### src/rtl/parking_bay_meter.sv
// Multi-bay parking meter core: per-bay occupancy/credit/violation tracking with a
// shared 1 Hz prescaler and a sequential mm:ss BCD converter for the selected bay.
module parking_bay_meter #(
  parameter int NUM_BAYS   = 4,
  parameter int TICK_DIV   = 100000000,
  parameter int SEC_W      = 13,
  parameter int MAX_SECS   = 5999,
  parameter int AMT_W      = 8,
  parameter int GRACE_SECS = 10,
  localparam int BAY_W     = (NUM_BAYS > 1) ? $clog2(NUM_BAYS) : 1
) (
  input  logic                clk,
  input  logic                rst,
  input  logic [NUM_BAYS-1:0] parked,
  input  logic                add_valid,
  input  logic [BAY_W-1:0]    add_bay,
  input  logic [AMT_W-1:0]    add_amount,
  output logic                add_ack,
  input  logic [BAY_W-1:0]    sel_bay,
  output logic [NUM_BAYS-1:0] occupied,
  output logic [NUM_BAYS-1:0] paid,
  output logic [NUM_BAYS-1:0] expired,
  output logic [3:0]          digit3,
  output logic [3:0]          digit2,
  output logic [3:0]          digit1,
  output logic [3:0]          digit0,
  output logic                disp_expired,
  output logic                tick
);

  // state      | meaning
  // ST_VACANT  | no car in the bay
  // ST_GRACE   | car arrived, unpaid, grace seconds counting down
  // ST_PAID    | paid time remaining in rem
  // ST_EXPIRED | grace or paid time ran out while occupied
  // CV_LOAD    | latch selected bay rem/state, clear digit counters
  // CV_TMIN    | subtract 600 per cycle into digit3
  // CV_MIN     | subtract 60 per cycle into digit2
  // CV_TSEC    | subtract 10 per cycle into digit1
  // CV_DONE    | remainder is digit0, commit all digits
  typedef enum logic [1:0] {ST_VACANT, ST_GRACE, ST_PAID, ST_EXPIRED} bay_state_t;
  typedef enum logic [2:0] {CV_LOAD, CV_TMIN, CV_MIN, CV_TSEC, CV_DONE} cvt_state_t;

  localparam int CNT_W = $clog2(TICK_DIV);
  localparam logic [CNT_W-1:0] PRE_LAST  = CNT_W'(TICK_DIV - 1);
  localparam logic [SEC_W:0]   MAX_EXT   = (SEC_W+1)'(MAX_SECS);
  localparam logic [7:0]       GRACE_INI = 8'(GRACE_SECS);
  localparam logic [SEC_W-1:0] C600      = SEC_W'(600);
  localparam logic [SEC_W-1:0] C60       = SEC_W'(60);
  localparam logic [SEC_W-1:0] C10       = SEC_W'(10);

  logic [CNT_W-1:0] pre_cnt;

  always_ff @(posedge clk or posedge rst) begin
    if (rst)                    pre_cnt <= '0;
    else if (pre_cnt == PRE_LAST) pre_cnt <= '0;
    else                        pre_cnt <= pre_cnt + 1'b1;
  end

  assign tick = (pre_cnt == PRE_LAST);

  bay_state_t       st      [NUM_BAYS];
  bay_state_t       st_n    [NUM_BAYS];
  logic [SEC_W-1:0] rem     [NUM_BAYS];
  logic [SEC_W-1:0] rem_n   [NUM_BAYS];
  logic [SEC_W-1:0] rem_sat [NUM_BAYS];
  logic [7:0]       grace   [NUM_BAYS];
  logic [7:0]       grace_n [NUM_BAYS];
  logic [NUM_BAYS-1:0] credit;
  logic             bay_ok;
  logic             amt_nz;
  logic [SEC_W:0]   sum     [NUM_BAYS];

  assign bay_ok = ({1'b0, add_bay} < (BAY_W+1)'(NUM_BAYS));
  assign amt_nz = (add_amount != '0);

  // Credit qualification and saturating rem arithmetic, one wider bit so nothing wraps.
  always_comb begin
    for (int b = 0; b < NUM_BAYS; b++) begin
      credit[b] = add_valid && bay_ok && (add_bay == BAY_W'(b)) &&
                  (st[b] != ST_VACANT) && parked[b];
      sum[b] = {1'b0, rem[b]}
             - (SEC_W+1)'(tick && (st[b] == ST_PAID) && (rem[b] != '0))
             + (credit[b] ? (SEC_W+1)'(add_amount) : '0);
      rem_sat[b] = (sum[b] > MAX_EXT) ? MAX_EXT[SEC_W-1:0] : sum[b][SEC_W-1:0];
    end
  end

  always_ff @(posedge clk or posedge rst) begin
    if (rst) begin
      for (int b = 0; b < NUM_BAYS; b++) begin
        st[b]    <= ST_VACANT;
        rem[b]   <= '0;
        grace[b] <= '0;
      end
      add_ack <= 1'b0;
    end else begin
      for (int b = 0; b < NUM_BAYS; b++) begin
        st[b]    <= st_n[b];
        rem[b]   <= rem_n[b];
        grace[b] <= grace_n[b];
      end
      add_ack <= |credit;
    end
  end

  always_comb begin
    for (int b = 0; b < NUM_BAYS; b++) begin
      st_n[b]    = st[b];
      rem_n[b]   = rem[b];
      grace_n[b] = grace[b];
      if (!parked[b]) begin
        st_n[b]    = ST_VACANT;
        rem_n[b]   = '0;
        grace_n[b] = '0;
      end else begin
        case (st[b])
          ST_VACANT: begin
            st_n[b]    = ST_GRACE;
            grace_n[b] = GRACE_INI;
            rem_n[b]   = '0;
          end
          ST_GRACE: begin
            rem_n[b] = rem_sat[b];
            if (credit[b] && amt_nz) begin
              st_n[b] = ST_PAID;
            end else if (tick) begin
              grace_n[b] = grace[b] - 8'd1;
              if (grace[b] == 8'd1) st_n[b] = ST_EXPIRED;
            end
          end
          ST_PAID: begin
            rem_n[b] = rem_sat[b];
            if (rem_sat[b] == '0) st_n[b] = ST_EXPIRED;
          end
          default: begin
            rem_n[b] = rem_sat[b];
            if (credit[b] && amt_nz) st_n[b] = ST_PAID;
          end
        endcase
      end
    end
  end

  always_comb begin
    for (int b = 0; b < NUM_BAYS; b++) begin
      occupied[b] = (st[b] != ST_VACANT);
      paid[b]     = (st[b] == ST_PAID);
      expired[b]  = (st[b] == ST_EXPIRED);
    end
  end

  // Decoder-style select keeps an out-of-range sel_bay reading as zero.
  logic [SEC_W-1:0] rem_sel;
  logic             exp_sel;

  always_comb begin
    rem_sel = '0;
    exp_sel = 1'b0;
    for (int b = 0; b < NUM_BAYS; b++) begin
      if (sel_bay == BAY_W'(b)) begin
        rem_sel = rem[b];
        exp_sel = (st[b] == ST_EXPIRED);
      end
    end
  end

  // Empty digit stages are skipped so a full 5999 conversion takes 25 cycles.
  function automatic cvt_state_t stage_for(input logic [SEC_W-1:0] v);
    if (v >= C600)     return CV_TMIN;
    else if (v >= C60) return CV_MIN;
    else if (v >= C10) return CV_TSEC;
    else               return CV_DONE;
  endfunction

  cvt_state_t       cv_state, cv_state_n;
  logic [SEC_W-1:0] cv_val, cv_sub;
  logic [3:0]       cv_d3, cv_d2, cv_d1;
  logic             cv_exp;

  always_ff @(posedge clk or posedge rst) begin
    if (rst) cv_state <= CV_LOAD;
    else     cv_state <= cv_state_n;
  end

  always_comb begin
    case (cv_state)
      CV_LOAD:                    cv_state_n = stage_for(rem_sel);
      CV_TMIN, CV_MIN, CV_TSEC:   cv_state_n = stage_for(cv_sub);
      default:                    cv_state_n = CV_LOAD;
    endcase
  end

  always_comb begin
    case (cv_state)
      CV_TMIN: cv_sub = cv_val - C600;
      CV_MIN:  cv_sub = cv_val - C60;
      CV_TSEC: cv_sub = cv_val - C10;
      default: cv_sub = cv_val;
    endcase
  end

  always_ff @(posedge clk or posedge rst) begin
    if (rst) begin
      cv_val       <= '0;
      cv_exp       <= 1'b0;
      cv_d3        <= '0;
      cv_d2        <= '0;
      cv_d1        <= '0;
      digit3       <= '0;
      digit2       <= '0;
      digit1       <= '0;
      digit0       <= '0;
      disp_expired <= 1'b0;
    end else begin
      case (cv_state)
        CV_LOAD: begin
          cv_val <= rem_sel;
          cv_exp <= exp_sel;
          cv_d3  <= '0;
          cv_d2  <= '0;
          cv_d1  <= '0;
        end
        CV_TMIN: begin
          cv_val <= cv_sub;
          cv_d3  <= cv_d3 + 4'd1;
        end
        CV_MIN: begin
          cv_val <= cv_sub;
          cv_d2  <= cv_d2 + 4'd1;
        end
        CV_TSEC: begin
          cv_val <= cv_sub;
          cv_d1  <= cv_d1 + 4'd1;
        end
        default: begin
          digit3       <= cv_d3;
          digit2       <= cv_d2;
          digit1       <= cv_d1;
          digit0       <= cv_val[3:0];
          disp_expired <= cv_exp;
        end
      endcase
    end
  end

endmodule

### config.mk
export PLATFORM = sky130hd
export DESIGN_NAME = parking_bay_meter
export DESIGN_NICKNAME = d
export VERILOG_FILES = /design/src/rtl/parking_bay_meter.sv
export SDC_FILE = /design/constraint.sdc
export NUM_CORES = 1
export LEC_CHECK = 0
export BUFFER_PORTS_ARGS = -buffer_cell sky130_fd_sc_hd__buf_2
export CAP_MARGIN = 15
export CORE_MARGIN = 3
export CORE_UTILIZATION = 45
export DETAILED_ROUTE_END_ITERATION = 8
export SLEW_MARGIN = 30
export SYNTH_ARGS = -nofsm -noshare
export SYNTH_HDL_FRONTEND = slang
export SYNTH_SLANG_ARGS = --single-unit
### constraint.sdc
create_clock -name clk -period 4.95 [get_ports clk]
set_input_delay 0.495 -clock clk [delete_from_list [all_inputs] [get_ports clk]]
set_output_delay 0.495 -clock clk [all_outputs]
set_load 0.005 [all_outputs]
==> out/qor.yml <==
outcome:
  status: "complete, no violations"
critical_path:
  crit_type: "register to register"
  cp_data_required_time_ns: 5.28
  critPathArrivalTime_ns: 4.92
  cp-start-kind: "register"
  crit_fanout: 5
  rrSetupSlack_ns: 0.36
  crit_path_end_kind: "register"
floorplanning:
  die_y_um: 175.0
  io_pins: 50
  fp-row-count: 61
  die-area_um2: 30620
  die_x_um: 175.0
  initial_core_util: 0.4600
  coreArea_um2: 27930
global_routing:
  grt_pass1_wl_um: 55830
  gr-total-overflow: 0
  grt_max_degree: 90
  grt_usage: 0.2247
  grt_antenna_before_repair: 1
  first_global_vias: 10505
logic_synthesis:
  async_flop_share: 1.000
  syn_avg_cell_area_um2: 8.589
  synth_cells: 1496
  ys_types: 92
  synth-seq-cells: 166
  yosysWarningCount: 0
  seq_area_frac_synth: 0.3233
  syn_nets: 1628
  synthesis.area_um2: 12850
  synth_edf_count: 0
  synth_flop_cell: "dfrtp_1"
cells_and_area:
  final_nets: 1657
  finalNonFillerCells: 1916
  drive_above_1_share: 0.1054
  synthToLayoutAreaGrowth_pct: 9.864
  design_area_um2: 14120
  fillers: 2674
min_path:
  hp-class: "input pin to async pin"
timing:
  slew_headroom: 0.3338
  fin_hold_ws_ns: 0.02435
  hold_viol_final: 0
  setup_violations: 0
  finalCritPeriodShare: 0.9279
  maxSlewViolCount: 0
  period_minus_slack_ns: 4.593
  worst_slack_ns: 0.3568
  max_freq_ghz: 0.2177
  skew_ns: 0.01137
  worstMarginPinSlew_ns: 0.9956
power_and_ir_drop:
  power_mw: 10.45
  netSwitchingPower_mw: 5.194
  switching_share: 0.4972
  seqPwrFrac: 0.210
  power_density_nw_per_um2: 740.0
  ir_worst_vdd_v: 0.0005497
  power.leakage_nw: 6.492
  clock_power_share: 0.128
  combPwrFrac: 0.662
  intPower_mw: 5.252
placement:
  dpl-instance-area_um2: 13480
  dp_hpwl_um: 26100
  post-place-ws_ns: 0.2088
  dpl.cell_count: 1883
  globalplace.congestion: 0.9254
  portBuffers: 49
clock_tree:
  clock_latency_ns: 0.44
  cts_setup_buffers: 0
  clockBufferDepth: 2
  cts_tree: "yes"
  clock_sinks: 166
  cts_inserted_buffers: 17
  h-tree-depth: 4
  clk_pin_slew_ns: 0.07
  cts_root_buffer: "clkbuf_16"
  cts_hold_buf: 0
route:
  dr_wl_met2_um: 15980
  met1Wirelength_um: 16460
  vias: 11167
  dr_wl_met3_um: 1572
  drt_iter0_drc: 823
  topRoutingLayerUsed: "met4"
  ant_nets: 0
  routed_wl_um: 34430
  vias_per_cell: 5.828
  drc: 0
  detail_route.wl_per_cell_um: 17.97
  first_pass_iters: 5
flow_run:
  max-cap-violations: 0
-- power by group through the flow --
stage | logic (mW) | clock network [mW] | registers (mW)
4_1_cts | 6.70 | 1.37 | 2.18
5_1_grt | 7.67 | 1.42 | 2.24
3_3_place_gp | 6.62 | 0 | 2.20
6_report | 6.91 | 1.34 | 2.19
3_5_place_dp | 6.65 | 0 | 2.21
2_1_floorplan | 5.43 | 0 | 1.91
-- cells in the final DEF (no fill, tap or decap), types with 35 or more instances in the layout --
master,n
a21oi_1,92
buf_2,49
dfrtp_1,166
ha_1,109
inv_1,161
nand2_1,119
nor2_1,127
nor3_1,38
o21ai_0,71
xnor2_1,48
xor2_1,35
-- state kept, by name, indices dropped and copies added (netlist names) --
name	cells
add_ack	1
cv_d1	4
cv_d2	4
cv_d3	4
cv_exp	1
cv_state	3
cv_val	13
digit0	4
digit1	4
digit2	4
digit3	4
disp_expired	1
grace	32
pre_cnt	27
rem	52
st	8
-- metrics by stage --
step / TNS, ns / util
after floorplan: 0 / -
after global placement: 0 / 0.4827
after detailed placement: 0 / 0.4827
after CTS: 0 / 0.5033
after global routing: -0.0003975 / 0.5053
final: 0 / 0.5053
-- worst max-delay path: stages, from the launching register on --
cell	delay, ns
dfrtp_1	0.40
or4_1	0.55
nor4_1	0.16
and3_1	0.38
and3_1	0.22
ha_1	0.14
inv_1	0.04
ha_1	0.19
fa_1	0.44
a211oi_1	0.39
o21ai_0	0.16
nand3b_1	0.14
or4b_1	0.44
o211a_1	0.21
a21oi_1	0.34
nor4b_1	0.29
-- path summary, 6_finish.rpt --
check | cells after the start | from | to
max in group asynchronous | 4 | rst | cv_val[12]
min | 2 | rst | st[6]
max reg2reg | 15 | pre_cnt[11] | rem[20]
min reg2reg | 1 | cv_d2[3] | cv_d2[3]
min in group clk | 3 | parked[2] | grace[9]
max | 15 | pre_cnt[11] | rem[20]
-- synth_stat cells, types with 12 or more instances --
master,instances,area (um^2)
dfrtp_1,166,4154
inv_1,162,608.1
nor2_1,127,476.7
nand2_1,119,446.7
ha_1,109,1364
a21oi_1,92,460.4
o21ai_0,72,360.4
xnor2_1,48,420.4
clkbuf_1,39,146.4
nor3_1,38,190.2
nand3_1,35,175.2
xor2_1,35,306.5
a31oi_1,24,150.1
and3_1,23,143.9
nor4_1,21,131.4
mux2_2,19,214.0
or3_1,19,118.9
nand4_1,17,106.4
nor2b_1,16,100.1
a21o_1,14,105.1
mux4_2,14,315.3
nor4b_1,14,122.6
a211oi_1,12,90.09
o21a_1,12,90.09
-- metal layers --
layer	GRT usage	up-vias
met5	0	-
met4	0.05253	0
met3	0.02847	26
met2	0.3604	266
met1	0.3250	5435
li1	-	5440
-- area by class of cell --
| type | count | area [um^2] | area share |
|---|---|---|---|
| inverter | 162 | 611.8 | 0.04334 |
| multi-input combinational | 1108 | 7871 | 0.5576 |
| tap | 378 | 473.0 | 0.03350 |
| clock buffer | 22 | 474.2 | 0.03359 |
| clock inverter | 9 | 101.3 | 0.007180 |
| timing repair buffer | 70 | 427.9 | 0.03031 |
| antenna | 1 | 2.502 | 0.0001773 |
| sequential | 166 | 4154 | 0.2943 |
-- cells by family after synthesis --
group | synth area share
fa+ha+maj | 0.1124
buf+inv | 0.06719
flops | 0.3233
compound gates | 0.1952
mux | 0.04518
simple gates | 0.2002
xor+xnor | 0.05658
-- timing repair --
item                       4_1_cts  5_1_grt
resized for setup                0        5
hold endpoints to repair         0        0
setup endpoints to repair        0       12
Power figures use the tool's default switching activity.
